File: src/rtl/dpram_fifo_ctrl_if.sv
// Push/pop and RAM-port bundle for dpram_fifo_ctrl.
// The producer/consumer side is the master; the controller is the slave.
interface dpram_fifo_ctrl_if #(
  parameter int RAM_WIDTH = 8,
  parameter int ADDR_SZ   = 4
);
  logic                 push;
  logic [RAM_WIDTH-1:0] push_data;
  logic                 pop;
  logic [RAM_WIDTH-1:0] ram_data_in;
  logic [ADDR_SZ-1:0]   ram_wr_address;
  logic                 ram_write;
  logic [ADDR_SZ-1:0]   ram_rd_address;
  logic                 ram_read;
  logic                 rd_valid;
  logic                 full;
  logic                 empty;
  logic                 almost_full;
  logic [ADDR_SZ:0]     count;
  logic                 overflow;
  logic                 underflow;

  modport master (
    output push, push_data, pop,
    input  ram_data_in, ram_wr_address, ram_write,
    input  ram_rd_address, ram_read, rd_valid,
    input  full, empty, almost_full, count,
    input  overflow, underflow
  );

  modport slave (
    input  push, push_data, pop,
    output ram_data_in, ram_wr_address, ram_write,
    output ram_rd_address, ram_read, rd_valid,
    output full, empty, almost_full, count,
    output overflow, underflow
  );
endinterface

File: src/rtl/dpram_fifo_ctrl.sv
// FIFO controller driving both ports of a 16x8 dual-port RAM.
// Tracks occupancy, full/empty, sticky errors and read-data valid.
module dpram_fifo_ctrl #(
  parameter int RAM_WIDTH = 8,
  parameter int RAM_DEPTH = 16,
  parameter int ADDR_SZ   = 4,
  parameter int AF_LEVEL  = 12
) (
  input  logic              clk,
  input  logic              reset,
  dpram_fifo_ctrl_if.slave  bus
);

  localparam logic [ADDR_SZ:0] C_DEPTH =
    (ADDR_SZ+1)'(RAM_DEPTH);
  localparam logic [ADDR_SZ:0] C_AF =
    (ADDR_SZ+1)'(AF_LEVEL);

  logic [ADDR_SZ-1:0]   r_wr_ptr;
  logic [ADDR_SZ-1:0]   r_rd_ptr;
  logic [ADDR_SZ:0]     r_count;
  logic                 r_rd_valid;
  logic                 r_overflow;
  logic                 r_underflow;

  logic                 w_full;
  logic                 w_empty;
  logic                 w_wr;
  logic                 w_rd;
  logic [RAM_WIDTH-1:0] w_data;

  // Status decodes from the registered count; strobes gated by reset.
  always_comb begin
    w_full  = (r_count == C_DEPTH);
    w_empty = (r_count == '0);
    w_wr    = bus.push & ~w_full & ~reset;
    w_rd    = bus.pop & ~w_empty & ~reset;
    w_data  = bus.push_data;
  end

  assign bus.ram_data_in    = w_data;
  assign bus.ram_wr_address = r_wr_ptr;
  assign bus.ram_write      = w_wr;
  assign bus.ram_rd_address = r_rd_ptr;
  assign bus.ram_read       = w_rd;
  assign bus.rd_valid       = r_rd_valid;
  assign bus.full           = w_full;
  assign bus.empty          = w_empty;
  assign bus.almost_full    = (r_count >= C_AF);
  assign bus.count          = r_count;
  assign bus.overflow       = r_overflow;
  assign bus.underflow      = r_underflow;

  // Pointers, occupancy, read-valid and sticky error flags.
  always_ff @(posedge clk) begin
    if (reset) begin
      r_wr_ptr    <= '0;
      r_rd_ptr    <= '0;
      r_count     <= '0;
      r_rd_valid  <= 1'b0;
      r_overflow  <= 1'b0;
      r_underflow <= 1'b0;
    end else begin
      r_rd_valid <= w_rd;
      if (w_wr)
        r_wr_ptr <= r_wr_ptr + 1'b1;
      if (w_rd)
        r_rd_ptr <= r_rd_ptr + 1'b1;
      if (w_wr && !w_rd)
        r_count <= r_count + 1'b1;
      else if (w_rd && !w_wr)
        r_count <= r_count - 1'b1;
      if (bus.push && w_full)
        r_overflow <= 1'b1;
      if (bus.pop && w_empty)
        r_underflow <= 1'b1;
    end
  end

endmodule

File: src/flat_wrapper.sv
// flat-port wrapper written by rule: the top's interface ports become plain ports
module dpram_fifo_ctrl_flat 
#(
  parameter int RAM_WIDTH = 8,
  parameter int RAM_DEPTH = 16,
  parameter int ADDR_SZ   = 4,
  parameter int AF_LEVEL  = 12
)
  (clk, reset, bus_push, bus_push_data, bus_pop, bus_ram_data_in, bus_ram_wr_address, bus_ram_write, bus_ram_rd_address, bus_ram_read, bus_rd_valid, bus_full, bus_empty, bus_almost_full, bus_count, bus_overflow, bus_underflow);
  dpram_fifo_ctrl_if #(.RAM_WIDTH(RAM_WIDTH), .ADDR_SZ(ADDR_SZ)) bus_i ();
  input  logic clk;
  input  logic reset;
  input wire logic [$bits(bus_i.push)-1:0] bus_push;
  input wire logic [$bits(bus_i.push_data)-1:0] bus_push_data;
  input wire logic [$bits(bus_i.pop)-1:0] bus_pop;
  output wire logic [$bits(bus_i.ram_data_in)-1:0] bus_ram_data_in;
  output wire logic [$bits(bus_i.ram_wr_address)-1:0] bus_ram_wr_address;
  output wire logic [$bits(bus_i.ram_write)-1:0] bus_ram_write;
  output wire logic [$bits(bus_i.ram_rd_address)-1:0] bus_ram_rd_address;
  output wire logic [$bits(bus_i.ram_read)-1:0] bus_ram_read;
  output wire logic [$bits(bus_i.rd_valid)-1:0] bus_rd_valid;
  output wire logic [$bits(bus_i.full)-1:0] bus_full;
  output wire logic [$bits(bus_i.empty)-1:0] bus_empty;
  output wire logic [$bits(bus_i.almost_full)-1:0] bus_almost_full;
  output wire logic [$bits(bus_i.count)-1:0] bus_count;
  output wire logic [$bits(bus_i.overflow)-1:0] bus_overflow;
  output wire logic [$bits(bus_i.underflow)-1:0] bus_underflow;
  assign bus_i.push = bus_push;
  assign bus_i.push_data = bus_push_data;
  assign bus_i.pop = bus_pop;
  assign bus_ram_data_in = bus_i.ram_data_in;
  assign bus_ram_wr_address = bus_i.ram_wr_address;
  assign bus_ram_write = bus_i.ram_write;
  assign bus_ram_rd_address = bus_i.ram_rd_address;
  assign bus_ram_read = bus_i.ram_read;
  assign bus_rd_valid = bus_i.rd_valid;
  assign bus_full = bus_i.full;
  assign bus_empty = bus_i.empty;
  assign bus_almost_full = bus_i.almost_full;
  assign bus_count = bus_i.count;
  assign bus_overflow = bus_i.overflow;
  assign bus_underflow = bus_i.underflow;
  dpram_fifo_ctrl #(.RAM_WIDTH(RAM_WIDTH), .RAM_DEPTH(RAM_DEPTH), .ADDR_SZ(ADDR_SZ), .AF_LEVEL(AF_LEVEL)) u_core (.clk(clk), .reset(reset), .bus(bus_i));
endmodule
File: config.mk
export PLATFORM = sky130hd
export DESIGN_NAME = dpram_fifo_ctrl_flat
export DESIGN_NICKNAME = d
export VERILOG_FILES = /design/src/rtl/dpram_fifo_ctrl_if.sv /design/src/rtl/dpram_fifo_ctrl.sv /design/src/flat_wrapper.sv
export SDC_FILE = /design/constraint.sdc
export NUM_CORES = 1
export LEC_CHECK = 0
export CORE_MARGIN = 5
export CORE_UTILIZATION = 43
export DETAILED_ROUTE_END_ITERATION = 7
export PLACE_DENSITY = 0.81
export SLEW_MARGIN = 20
export SYNTH_ARGS = -nofsm -noshare
export SYNTH_HDL_FRONTEND = slang
export SYNTH_SLANG_ARGS = --single-unit
File: constraint.sdc
create_clock -name clk -period 4.5 [get_ports clk]
set_input_delay 0.9 -clock clk [delete_from_list [all_inputs] [get_ports clk]]
set_output_delay 0.9 -clock clk [all_outputs]
set_load 0.01 [all_outputs]
[Word level (Yosys, flattened, before mapping)]
Index checks and enable logic that the tools add are counted.
Word-level totals
  register bits: 16
  output and inout port bits: 29
  logic and storage cells: 29
Cells by class
  $add $sub $neg: 4
  order comparisons: 1
  equal/unequal tests: 1
  muxes and demuxes: 2
  bitwise gates (word level): 7
  reductions and logical operators: 8
Operators with widths (number)
  two-way mux 5 bit: 2
  adder 4 x 1 -> 4 bit, second input constant: 2
  adder 5 x 1 -> 5 bit, second input constant: 1
  equality test 5 bit, second input constant: 1
  >= comparator 5 x 4 -> 1 bit, second input constant: 1
  zero test 5 bit: 1
  subtractor 5 x 1 -> 5 bit, second input constant: 1
  AND 1 bit: 4
  logical AND 1 bit: 4
  NOT 1 bit: 3
  zero test 1 bit: 2
  nonzero test 2 bit: 1

[Depth between registers and ports, before layout]
Gate-level depths: netlist (run 1).
  word-level depth: 8
  gate-level depth with buffers: 11
  gate-level depth less buffers: 11

[Least setup slack after synthesis (run 1)]
No wires, ideal clock.
  path type: input to register
  start: input port reset
  end: register u_core.r_count[4] (netlist: u_core.bus.count[4])
  data arrival time: 2.834 ns
  required time: 4.379 ns
  path slack: 1.546 ns
  stages on the path: 9
  path buffers: 1
  cells stage by stage: buf_4 > nor3_1 > ha_1 > inv_1 > ha_1 > nand2b_1 > a21oi_1 > mux2i_1 > mux2_2
Between the ends
  word-level cells in the longest chain between the ends: 5
  elaborated cells on any way between the ends: 9
  those cells by class: mux (1); bitwise (3); reduce/logical (5)
Ends and longest elaborated chain
  from (decl): line flat_wrapper.sv:12  | input logic reset;
  NOT 1 bit *: line dpram_fifo_ctrl.sv:36  | w_wr = bus.push & ~w_full & ~reset;
  AND 1 bit *: line dpram_fifo_ctrl.sv:36
  net bus_ram_write: line flat_wrapper.sv:18  | output wire logic [$bits(bus_i.ram_write)-1:0] bus_ram_write;
  zero test 1 bit: line dpram_fifo_ctrl.sv:71  | else if (w_rd && !w_wr)
  logical AND 1 bit: line dpram_fifo_ctrl.sv:71
  nonzero test 2 bit (no line)
  to (signal assigned): line dpram_fifo_ctrl.sv:70  | r_count <= r_count + 1'b1;
  to (signal assigned): line dpram_fifo_ctrl.sv:72  | r_count <= r_count - 1'b1;
  to (decl): line dpram_fifo_ctrl.sv:21  | logic [ADDR_SZ:0] r_count;
The timed path passes the listed nets; every way through them passes the cells marked *.
A chain may end at the register's enable or synchronous reset.

[Worst setup path after layout (run 1)]
  start: input port reset
  end: output port bus_ram_write
Between the ends
  word-level cells in the longest chain between the ends: 2
Ends and longest elaborated chain (line)
  NOT 1 bit: dpram_fifo_ctrl.sv:36
  AND 1 bit: dpram_fifo_ctrl.sv:36
  to (decl): flat_wrapper.sv:18
No other way between the ends.

==> PnR_summary.wiki, run 1 <==
{| class="wikitable"
! Metric !! Value
|-
| CTS H-tree depth || 1
|-
| Required time at the worst-slack endpoint || 3.60 ns
|-
| Part of the power in registers || 31.8%
|-
| Clock buffer count from CTS || 3
|-
| Final Hold Fails || 0
|-
| Top post-synthesis cells by count || nor2_1 (24), dfxtp_1 (16), buf_4 (10)
|-
| Worst Setup Start Kind || primary input
|-
| Leading area contributor after synthesis || dfxtp_1
|-
| Max-cap violations || 0
|-
| Source-to-sink clock delay at the later pin of the worst-skew pair || 0.28 ns
|-
| Number of warning messages in the yosys log || 0
|-
| Share of final-layout standard cells stronger than drive strength 1 || 6.72%
|-
| Half-perimeter wire length after placement || 1370 um
|-
| Filler Cells Inserted || 169
|-
| Unrepaired setup endpoints after global routing || false
|-
| Net count of the mapped netlist || 122
|-
| Total via count after detailed routing || 730
|-
| Length of the first detailed-routing pass in iterations || 4
|-
| Final standard cell count with taps included and fillers excluded || 146
|-
| Clock tree root buffer cell || clkbuf_4
|-
| Total instance count after detailed placement || 142
|-
| Hold buffers post-CTS || 0
|-
| Worst setup path startpoint || reset
|-
| Xor-xnor portion of the synthesized cell area || 7.82%
|-
| Achievable Freq || 282 MHz
|-
| Total Power Consumption || 0.748 mW
|-
| Cell Area, Synth || 896 um2
|-
| Arithmetic-cell share of the synthesized area counting full adders, half adders and majority gates || 10.6%
|-
| R2R depth || 9
|-
| Terminus of the critical flop-to-flop path || u_core.bus.count[4]$_SDFFE_PP0P_
|-
| Drc violations || 0
|-
| I/O Pins || 41
|-
| Combinational cell fraction of total power || 55.6%
|-
| Final core area utilization || 56.7%
|-
| Worst setup skew after layout || 0.00478 ns
|-
| Fraction of power spent switching nets || 39.6%
|-
| Post-cts sizing count || 0
|-
| Type of the most critical hold path || flop to flop
|-
| Layout overhead on the synthesized area || 25.4%
|-
| Arrival time at the worst endpoint || 2.65 ns
|-
| Avg Synthesized Cell Area || 8.70 um2
|-
| Portion of the clock cycle consumed by the worst path in the final layout || 78.8%
|-
| Die outline height || 55.6 um
|-
| Leakage || 0.452 nW
|-
| Final wirelength || 1790 um
|-
| Max-Slew Margin vs Limit || 54.8%
|-
| Post-synthesis mux area share || 4.61%
|-
| Count of endpoints failing setup in the final report || 0
|-
| Min cycle time layout || 3.55 ns
|-
| Clock network power share || 12.6%
|-
| Share of the synthesized area in the top cell type || 35.8%
|-
| Pin count of the biggest net entering global routing || 22
|-
| Register-to-register setup slack || 1.59 ns
|-
| Ys flop type || dfxtp_1
|-
| Final TNS setup || 0 ns
|-
| Count of buffers added by post-CTS timing repair for setup || 0
|-
| Fraction of registers with async set or reset after synthesis || 0%
|-
| Maximum root-to-sink buffer count || 2
|-
| Distinct cell type count of the synthesized netlist || 27
|-
| DRC marker count from the first detailed-route iteration || 9
|-
| Row count || 16
|-
| Number of nets in the layout || 139
|-
| Peak fanout along the critical path || 21
|-
| Proportion of synthesized chip area in sequential cells || 35.8%
|-
| Vias in the first global route || 764
|-
| Most frequent cell after synthesis || nor2_1
|-
| Routed len/inst || 12.3 um
|-
| Avg Vias per Cell || 5.00
|-
| Wire length of the first global-routing pass || 3090 um
|-
| Number of antenna violations at the first check in global routing || 0
|-
| Leading cell types by total area after synthesis || dfxtp_1 (36%), nor2_1 (10%), buf_4 (8.4%), ha_1 (8.4%), xor2_1 (4.9%)
|-
| Clock transition at the registers of the reported paths || 0.10 ns
|-
| Global route total overflow || 0
|-
| Number of enable-type register cells in the synthesized netlist || 0
|-
| Start of the worst register-to-register path || u_core.bus.count[0]$_SDFFE_PP0P_
|-
| Peak supply drop || 333 uV
|-
| Clk sink count || 16
|-
| Number of register bits inferred by synthesis || 16
|-
| Main combinational cell family by area after synthesis || simple AND/OR/NAND/NOR gates
|-
| Placer congestion estimate || 0.758
|-
| Status || completed
|-
| Initial core utilization || 45.2%
|-
| Pwr dens || 665 nW/um2
|-
| Critical path capture point || bus_ram_write
|-
| Chip width || 55.6 um
|-
| Simple-gate area share of the yosys netlist || 17.7%
|-
| Cell count after synthesis || 103
|-
| Hold Startpoint || u_core.bus.underflow$_SDFFE_PP0P_
|-
| Input/output buffers || 24
|-
| Category of the worst setup path capture point || output port
|-
| Total GRT Usage || 12.1%
|-
| Number of max-slew violations in the final report || 0
|-
| Core Box Area || 1980 um2
|-
| Antenna diode count || 0
|-
| Pint || 0.452 mW
|-
| DIE AREA || 3100 um2
|-
| Count of nets left with antenna violations after detail routing || 0
|-
| Net switching power || 0.296 mW
|-
| TritonCTS clock tree || yes
|-
| Critical path class || primary input to output port
|-
| Complex-gate fraction of the synthesized area || 11.7%
|-
| Transition time at the pin with the least slew margin || 0.676 ns
|}
## worst min-delay path by stage
stage          cells after the start                                 to
2_1_floorplan                      2   u_core.bus.overflow$_SDFFE_PP0P_
3_3_place_gp                       2  u_core.bus.underflow$_SDFFE_PP0P_
3_5_place_dp                       2  u_core.bus.underflow$_SDFFE_PP0P_
4_1_cts                            2  u_core.bus.underflow$_SDFFE_PP0P_
5_1_grt                            2  u_core.bus.underflow$_SDFFE_PP0P_
6_report                           2  u_core.bus.underflow$_SDFFE_PP0P_
## logic make-up after synthesis
logic type | count (synthesis)
buffers and inverters | 18
adder cells (fa/ha/maj) | 7
XOR/XNOR | 8
AO/OA/AOI/OAI | 15
multiplexers | 4
flip-flops | 16
AND/OR/NAND/NOR | 35
## stage by stage
| stage | instance area [um2] | hold slack (ns) | setup slack, ns |
|---|---|---|---|
| 2_1_floorplan | 896 | 0.502 | 1.55 |
| 3_3_place_gp | 1090 | 0.454 | 0.903 |
| 3_5_place_dp | 1090 | 0.463 | 0.810 |
| 4_1_cts | 1120 | 0.488 | 0.925 |
| 5_1_grt | 1120 | 0.506 | 0.807 |
| 6_report | 1120 | 0.478 | 0.953 |
## per-layer routing
layer	vias up	track usage [%]	share of wire (%)	wire, um
li1	369	-	-	-
met1	338	13.6	46	822
met2	21	21.3	48	857
met3	2	3.48	6.0	107
met4	0	4.86	0.28	5
met5	-	0	0	0
## final cells by class
type                    instances  area, um2  share of cell area [%]
clock buffers                   4       36.3                    3.23
inverters                       6       22.5                    2.00
multi-input cells              69        470                    41.9
flip-flops and latches         16        320                    28.5
well taps                      27       33.8                    3.01
repair buffers                 24        240                    21.4
## worst max-delay path, cell delays in order
cell and delay [ns]:
clkdlybuf4s50_1 0.76, nor3_1 0.39, clkdlybuf4s50_1 0.60
## flip-flops by register name, indices dropped and copies added (netlist names)
name,cells
u_core.bus.underflow,1
u_core.bus.ram_wr_address,4
u_core.bus.rd_valid,1
u_core.bus.ram_rd_address,4
u_core.bus.count,5
u_core.bus.overflow,1
## power groups by stage
stage	combinational [mW]	sequential [mW]	clock, mW
after global routing	0.460	0.247	0.102
after global placement	0.405	0.239	0
after detailed placement	0.417	0.241	0
after floorplan	0.254	0.240	0
final	0.415	0.238	0.0945
after CTS	0.419	0.237	0.0956
## layout by cell type, fill, tap and decap left out, drive strengths merged, types with 2 or more instances in the layout
cell           netlist  final
xor2                 5      5
mux2i                3      3
ha                   6      6
nor2                24     24
clkbuf               2      4
a21oi                7      7
inv                  6      6
clkdlybuf4s50        0     24
a211oi               2      2
or4                  2      2
xnor2                3      3
a21o                 2      2
dfxtp               16     16
nand3                2      2
o211ai               3      3
Power figures use the tool's default switching activity.
==> run 2, diff against run 1 <==
- CORE_UTILIZATION: 43 -> 40
- PLACE_DENSITY: 0.81 -> 0.76
- clock period: 4.5 -> 3.5 ns (I/O delays scaled with it)
==> run 2 against run 1 <==
  * Via count rose by 3.7%
  * Global-route usage rose by 0.18 points
  * Power rose by 29%
  * Largest cell class unchanged
==> PnR_summary.wiki, run 2 (synthesis results as in run 1) <==
{| class="wikitable"
! Metric !! Value
|-
| Number of nets in the layout || 141 (+1.4%)
|-
| Max-cap violations || 0 (unchanged)
|-
| Length of the first detailed-routing pass in iterations || 3 (-1)
|-
| Count of endpoints failing setup in the final report || 0 (unchanged)
|-
| Half-perimeter wire length after placement || 1460 um (+6.5%)
|-
| Antenna diode count || 0 (unchanged)
|-
| Source-to-sink clock delay at the later pin of the worst-skew pair || 0.29 ns (about the same)
|-
| Final core area utilization || 52.5% (-4.2 points)
|-
| Required time at the worst-slack endpoint || 3.70 ns (+0.10 ns)
|-
| Portion of the clock cycle consumed by the worst path in the final layout || 83.9%
|-
| Min cycle time layout || 2.94 ns
|-
| Total via count after detailed routing || 757 (+3.7%)
|-
| CTS H-tree depth || 1 (unchanged)
|-
| Number of antenna violations at the first check in global routing || 0 (unchanged)
|-
| Most frequent cells in the layout || nor2_1 (24), clkdlybuf4s50_1 (24), dfxtp_1 (16), a21oi_1 (7)
|-
| Leakage || 0.462 nW (+2.1%)
|-
| Vias in the first global route || 748 (-2.1%)
|-
| Worst setup skew after layout || 0.00850 ns (+0.00372 ns)
|-
| Input/output buffers || 24 (unchanged)
|-
| Type of the most critical hold path || flop to flop
|-
| Clock tree root buffer cell || clkbuf_4
|-
| Arrival time at the worst endpoint || 3.13 ns (+0.48 ns)
|-
| Category of the worst setup path capture point || flop
|-
| Avg Vias per Cell || 5.08 (+1.6%)
|-
| Core Box Area || 2170 um2 (+9.5%)
|-
| Critical path class || primary input to flop
|-
| Delay of the slowest cell on the worst path || 0.58 ns (-0.18 ns)
|-
| Total instance count after detailed placement || 145 (+2.1%)
|-
| Clk sink count || 16 (unchanged)
|-
| Share of final-layout standard cells stronger than drive strength 1 || 8.26% (+1.5 points)
|-
| Worst Setup Start Kind || primary input
|-
| Drc violations || 0 (unchanged)
|-
| Maximum root-to-sink buffer count || 2 (unchanged)
|-
| Die outline height || 57.3 um (+3.0%)
|-
| Count of nets left with antenna violations after detail routing || 0 (unchanged)
|-
| Initial core utilization || 41.3% (-3.9 points)
|-
| Chip width || 57.3 um (+3.0%)
|-
| DIE AREA || 3290 um2 (+6.1%)
|-
| Cell-by-cell listing of the critical path || clkdlybuf4s50_1 > o21ai_4 > nor2_1 > inv_1 > ha_1 > fa_1 > nand2b_1 > a21oi_1 > mux2i_1 > mux2_2
|-
| Status || completed
|-
| Final WS setup || 0.563 ns (-0.391 ns)
|-
| Global route total overflow || 0 (unchanged)
|-
| Pwr dens || 846 nW/um2 (+27%)
|-
| Hold buffers post-CTS || 0 (unchanged)
|-
| Final TNS setup || 0 ns (unchanged)
|-
| Layout overhead on the synthesized area || 27.2%
|-
| Unrepaired setup endpoints after global routing || false
|-
| Clock buffer count from CTS || 3 (unchanged)
|-
| Max stage delay cell, worst path || clkdlybuf4s50_1
|-
| DRC marker count from the first detailed-route iteration || 13 (+4)
|-
| Instance area after placement || 1100 um2 (+1.5%)
|-
| Pre-CTS WS || 0.248 ns (-0.561 ns)
|-
| Largest register FFs || 5 (unchanged)
|-
| Clock transition at the registers of the reported paths || 0.10 ns (about the same)
|-
| Max-Slew Margin vs Limit || 60.4% (+5.6 points)
|-
| Wire length of the first global-routing pass || 3240 um (+4.7%)
|-
| Tightest hold margin || 0.492 ns (+0.0140 ns)
|-
| Pin count of the biggest net entering global routing || 13 (-41%)
|-
| I/O Pins || 41 (unchanged)
|-
| Number of max-slew violations in the final report || 0 (unchanged)
|-
| Placer congestion estimate || 0.735 (-3.0%)
|-
| Final Hold Fails || 0 (unchanged)
|-
| Register-to-register setup slack || 0.60 ns (-0.99 ns)
|-
| Total Power Consumption || 0.965 mW (+29%)
|-
| Peak fanout along the critical path || 4 (-81%)
|-
| Final wirelength || 1860 um (+3.7%)
|-
| Total GRT Usage || 12.3% (+0.18 points)
|-
| Row count || 17 (+1)
|-
| TritonCTS clock tree || yes
|-
| Count of buffers added by post-CTS timing repair for setup || 0 (unchanged)
|-
| Routed len/inst || 12.5 um (+1.6%)
|-
| Achievable Freq || 340 MHz
|-
| Post-cts sizing count || 0 (unchanged)
|-
| Final standard cell count with taps included and fillers excluded || 149 (+2.1%)
|-
| Summed area of non-filler cells in the final layout || 1140 um2 (+1.4%)
|-
| Peak supply drop || 371 uV (+11%)
|-
| Transition time at the pin with the least slew margin || 0.589 ns (-0.0874 ns)
|}
run 2: changes by cell type in the layout (fill, tap and decap cells not counted), sizes merged:
cell	before	now
buf	0	2
run 2: metal layers:
layer / routed length (um) / vias to the layer above / track usage (%)
li1: - / 372 / -
met1: 763 / 361 / 12.8
met2: 916 / 21 / 22.3
met5: 0 / - / 0
met4: 25 / 0 / 4.97
met3: 153 / 3 / 4.30
run 2: where the power goes:
| part | internal (mW) | switching (mW) |
|---|---|---|
| clock | 0.0634 | 0.0607 |
| combinational | 0.287 | 0.250 |
| sequential | 0.233 | 0.0713 |
| total | 0.583 | 0.382 |
run 2: path summary, 6_finish.rpt:
| check | startpoint | endpoint | cells past startpoint |
|---|---|---|---|
| setup / recovery | bus_pop | u_core.bus.count[4]$_SDFFE_PP0P_ | 10 |
| hold / removal | u_core.bus.underflow$_SDFFE_PP0P_ | u_core.bus.underflow$_SDFFE_PP0P_ | 2 |
| setup reg to reg | u_core.bus.count[0]$_SDFFE_PP0P_ | u_core.bus.count[4]$_SDFFE_PP0P_ | 9 |
| hold reg to reg | u_core.bus.underflow$_SDFFE_PP0P_ | u_core.bus.underflow$_SDFFE_PP0P_ | 2 |
run 2: critical path: cells and delay by family:
family,cells,cell delay [ns]
mux,2,0.55
compound gates,2,0.28
simple gates,2,0.32
fa+ha+maj,2,0.64
buf+inv,2,0.64
run 2: layout make-up:
type | count | area (um2)
well taps | 28 | 35.0
inverters | 6 | 22.5
multi-input cells | 69 | 470
fillers | 228 | 1030
flip-flops and latches | 16 | 320
clock buffers | 4 | 36.3
repair buffers | 26 | 255
==> run 3, diff against run 2 <==
- clock period: 3.5 -> 2.77 ns (I/O delays scaled with it)
==> run 3 against run 2 <==
  * Routed wire length is 9.0% higher
  * Worst hold slack worse by 0.012 ns
  * Clock power is 24% higher
==> PnR_summary.wiki, run 3 (synthesis results as in run 1) <==
{| class="wikitable"
! Metric !! Value
|-
| Avg Vias per Cell || 4.88 (-3.9%)
|-
| Filler Cells Inserted || 213 (-6.6%)
|-
| Register-to-register setup slack || 0.14 ns (-0.46 ns)
|-
| Required time at the worst-slack endpoint || 2.96 ns (-0.74 ns)
|-
| Pint || 0.866 mW (+49%)
|-
| Max-cap violations || 0 (unchanged)
|-
| Min cycle time layout || 2.64 ns
|-
| Number of max-slew violations in the final report || 0 (unchanged)
|-
| Unrepaired setup endpoints after global routing || true
|-
| Part of the power in registers || 28.2% (-3.3 points)
|-
| Routed len/inst || 12.5 um (+0.29%)
|-
| Hold buffers post-CTS || 0 (unchanged)
|-
| Pin count of the biggest net entering global routing || 18 (+5)
|-
| DIE AREA || 3290 um2 (unchanged)
|-
| Die outline height || 57.3 um (unchanged)
|-
| Clock buffer count from CTS || 3 (unchanged)
|-
| Core Box Area || 2170 um2 (unchanged)
|-
| Drc violations || 0 (unchanged)
|-
| Status || completed
|-
| Clock network power share || 11.1% (-1.8 points)
|-
| Number of nets in the layout || 154 (+9.2%)
|-
| Category of the worst setup path capture point || flop
|-
| Type of the most critical hold path || flop to flop
|-
| Pwr dens || 1100 nW/um2 (+30%)
|-
| Row count || 17 (unchanged)
|-
| Total Power Consumption || 1.39 mW (+44%)
|-
| Critical path class || primary input to flop
|-
| Clock transition at the registers of the reported paths || 0.10 ns (about the same)
|-
| Wire length of the first global-routing pass || 3440 um (+6.4%)
|-
| Instance area after placement || 1190 um2 (+8.2%)
|-
| Count of endpoints failing setup in the final report || 0 (unchanged)
|-
| I/O Pins || 41 (unchanged)
|-
| Final Hold Fails || 0 (unchanged)
|-
| Transition time at the pin with the least slew margin || 0.491 ns (-0.0973 ns)
|-
| Total via count after detailed routing || 791 (+4.5%)
|-
| Achievable Freq || 379 MHz
|-
| Peak supply drop || 644 uV (+74%)
|-
| Maximum root-to-sink buffer count || 2 (unchanged)
|-
| Summed area of non-filler cells in the final layout || 1260 um2 (+11%)
|-
| Combinational cell fraction of total power || 60.8% (+5.2 points)
|-
| Terminus of the critical flop-to-flop path || u_core.bus.count[3]$_SDFFE_PP0P_
|-
| Max-Slew Margin vs Limit || 67.2% (+6.8 points)
|-
| Initial core utilization || 41.3% (unchanged)
|-
| Layout overhead on the synthesized area || 41.2%
|-
| Share of final-layout standard cells stronger than drive strength 1 || 22.4% (+14 points)
|-
| Worst setup path startpoint || bus_pop
|-
| Final wirelength || 2030 um (+9.0%)
|-
| Vias in the first global route || 789 (+5.5%)
|-
| Count of nets left with antenna violations after detail routing || 0 (unchanged)
|-
| Clock tree root buffer cell || clkbuf_4
|-
| Fraction of power spent switching nets || 37.9% (-1.7 points)
|-
| Peak fanout along the critical path || 3 (-1)
|-
| Flip-flop and latch area || 323 um2 (+0.78%)
|-
| Source-to-sink clock delay at the later pin of the worst-skew pair || 0.29 ns (about the same)
|-
| Start of the worst register-to-register path || u_core.bus.count[1]$_SDFFE_PP0P_
|-
| Clk sink count || 16 (unchanged)
|-
| Arrival time at the worst endpoint || 2.83 ns (-0.30 ns)
|-
| Tightest hold margin || 0.480 ns (-0.0122 ns)
|-
| R2R depth || 12 (+3)
|-
| Global route total overflow || 0 (unchanged)
|-
| Antenna diode count || 0 (unchanged)
|-
| Leakage || 0.525 nW (+14%)
|-
| Largest register FFs || 5 (unchanged)
|-
| Worst Setup Start Kind || primary input
|-
| Worst setup skew after layout || 0.00841 ns (-0.0000849 ns)
|-
| Half-perimeter wire length after placement || 1570 um (+7.4%)
|-
| Net switching power || 0.527 mW (+38%)
|-
| CTS H-tree depth || 1 (unchanged)
|-
| TritonCTS clock tree || yes
|-
| DRC marker count from the first detailed-route iteration || 12 (-1)
|-
| Length of the first detailed-routing pass in iterations || 4 (+1)
|-
| Portion of the clock cycle consumed by the worst path in the final layout || 95.3%
|-
| Most frequent cells in the layout || nor2_1 (24), clkdlybuf4s50_1 (24), buf_4 (15), dfxtp_1 (14), a21oi_1 (6)
|-
| Hold Startpoint || u_core.bus.underflow$_SDFFE_PP0P_
|-
| Chip width || 57.3 um (unchanged)
|-
| Number of antenna violations at the first check in global routing || 0 (unchanged)
|-
| Critical path capture point || u_core.bus.count[4]$_SDFFE_PP0P_
|-
| Total GRT Usage || 13.1% (+0.81 points)
|-
| Area occupied by multi-input gates || 495 um2 (+5.3%)
|-
| Input/output buffers || 24 (unchanged)
|-
| Placer congestion estimate || 0.805 (+9.4%)
|}
## run 3: changes by cell type in the layout (fill, tap and decap cells not counted), moves of 2 or more
| cell | previous run | this run |
|---|---|---|
| buf_4 | 2 | 15 |
| dfxtp_2 | 0 | 2 |
| dfxtp_1 | 16 | 14 |
| ha_1 | 6 | 4 |
## run 3: what timing repair did
item | 4_1_cts | 5_1_grt
gates resized for setup | 0 | 7
setup endpoints to repair | 0 | 2
setup buffers | 0 | 1
## run 3: cell type report
cell class              count  area share, %
multi-input cells          69           39.2
repair buffers             39           27.9
flip-flops and latches     16           25.5
clock buffers               4           2.87
well taps                  28           2.77
inverters                   6           1.78
## run 3: through the flow
stage	utilization (%)	TNS [ns]	worst slack [ns]	instances
6_report	58.3	0	0.130	162
5_1_grt	58.3	-0.0102	-0.00547	162
4_1_cts	56.7	0	0.00771	161
3_5_place_dp	55.0	-0.291	-0.211	157
3_3_place_gp	55.0	-0.171	-0.126	157
2_1_floorplan	-	0	0.0175	103
## run 3: critical path: stages
cell and delay [ns]:
clkdlybuf4s50_1 0.52, o21ai_4 0.07, nor2_1 0.13, inv_1 0.06, ha_2 0.21, fa_1 0.40
nand2b_1 0.18, a21oi_2 0.13, mux2i_1 0.22, mux2_2 0.35
## run 3: routing by layer
layer | vias up | wire, um | share of wire (%) | track usage (%)
met5 | - | 0 | 0 | 0
met4 | 0 | 0 | 0 | 4.97
met3 | 0 | 133 | 6.6 | 3.17
met2 | 20 | 1020 | 50 | 22.2
met1 | 373 | 872 | 43 | 16.0
li1 | 398 | - | - | -
## run 3: power groups by stage
stage	Sequential (mW)	Clock [mW]	Combinational, mW
after floorplan	0.391	0	0.413
after global placement	0.378	0	0.776
after detailed placement	0.382	0	0.798
after CTS	0.381	0.160	0.805
after global routing	0.402	0.165	0.937
final	0.392	0.154	0.847
## run 3: worst min path at each step
| stage | end | slack [ns] | cells past startpoint |
|---|---|---|---|
| after floorplan | u_core.bus.overflow$_SDFFE_PP0P_ | 0.50 | 2 |
| after global placement | u_core.bus.underflow$_SDFFE_PP0P_ | 0.45 | 2 |
| after detailed placement | u_core.bus.underflow$_SDFFE_PP0P_ | 0.46 | 2 |
| after CTS | u_core.bus.underflow$_SDFFE_PP0P_ | 0.48 | 2 |
| after global routing | u_core.bus.underflow$_SDFFE_PP0P_ | 0.51 | 2 |
| final | u_core.bus.underflow$_SDFFE_PP0P_ | 0.48 | 2 |
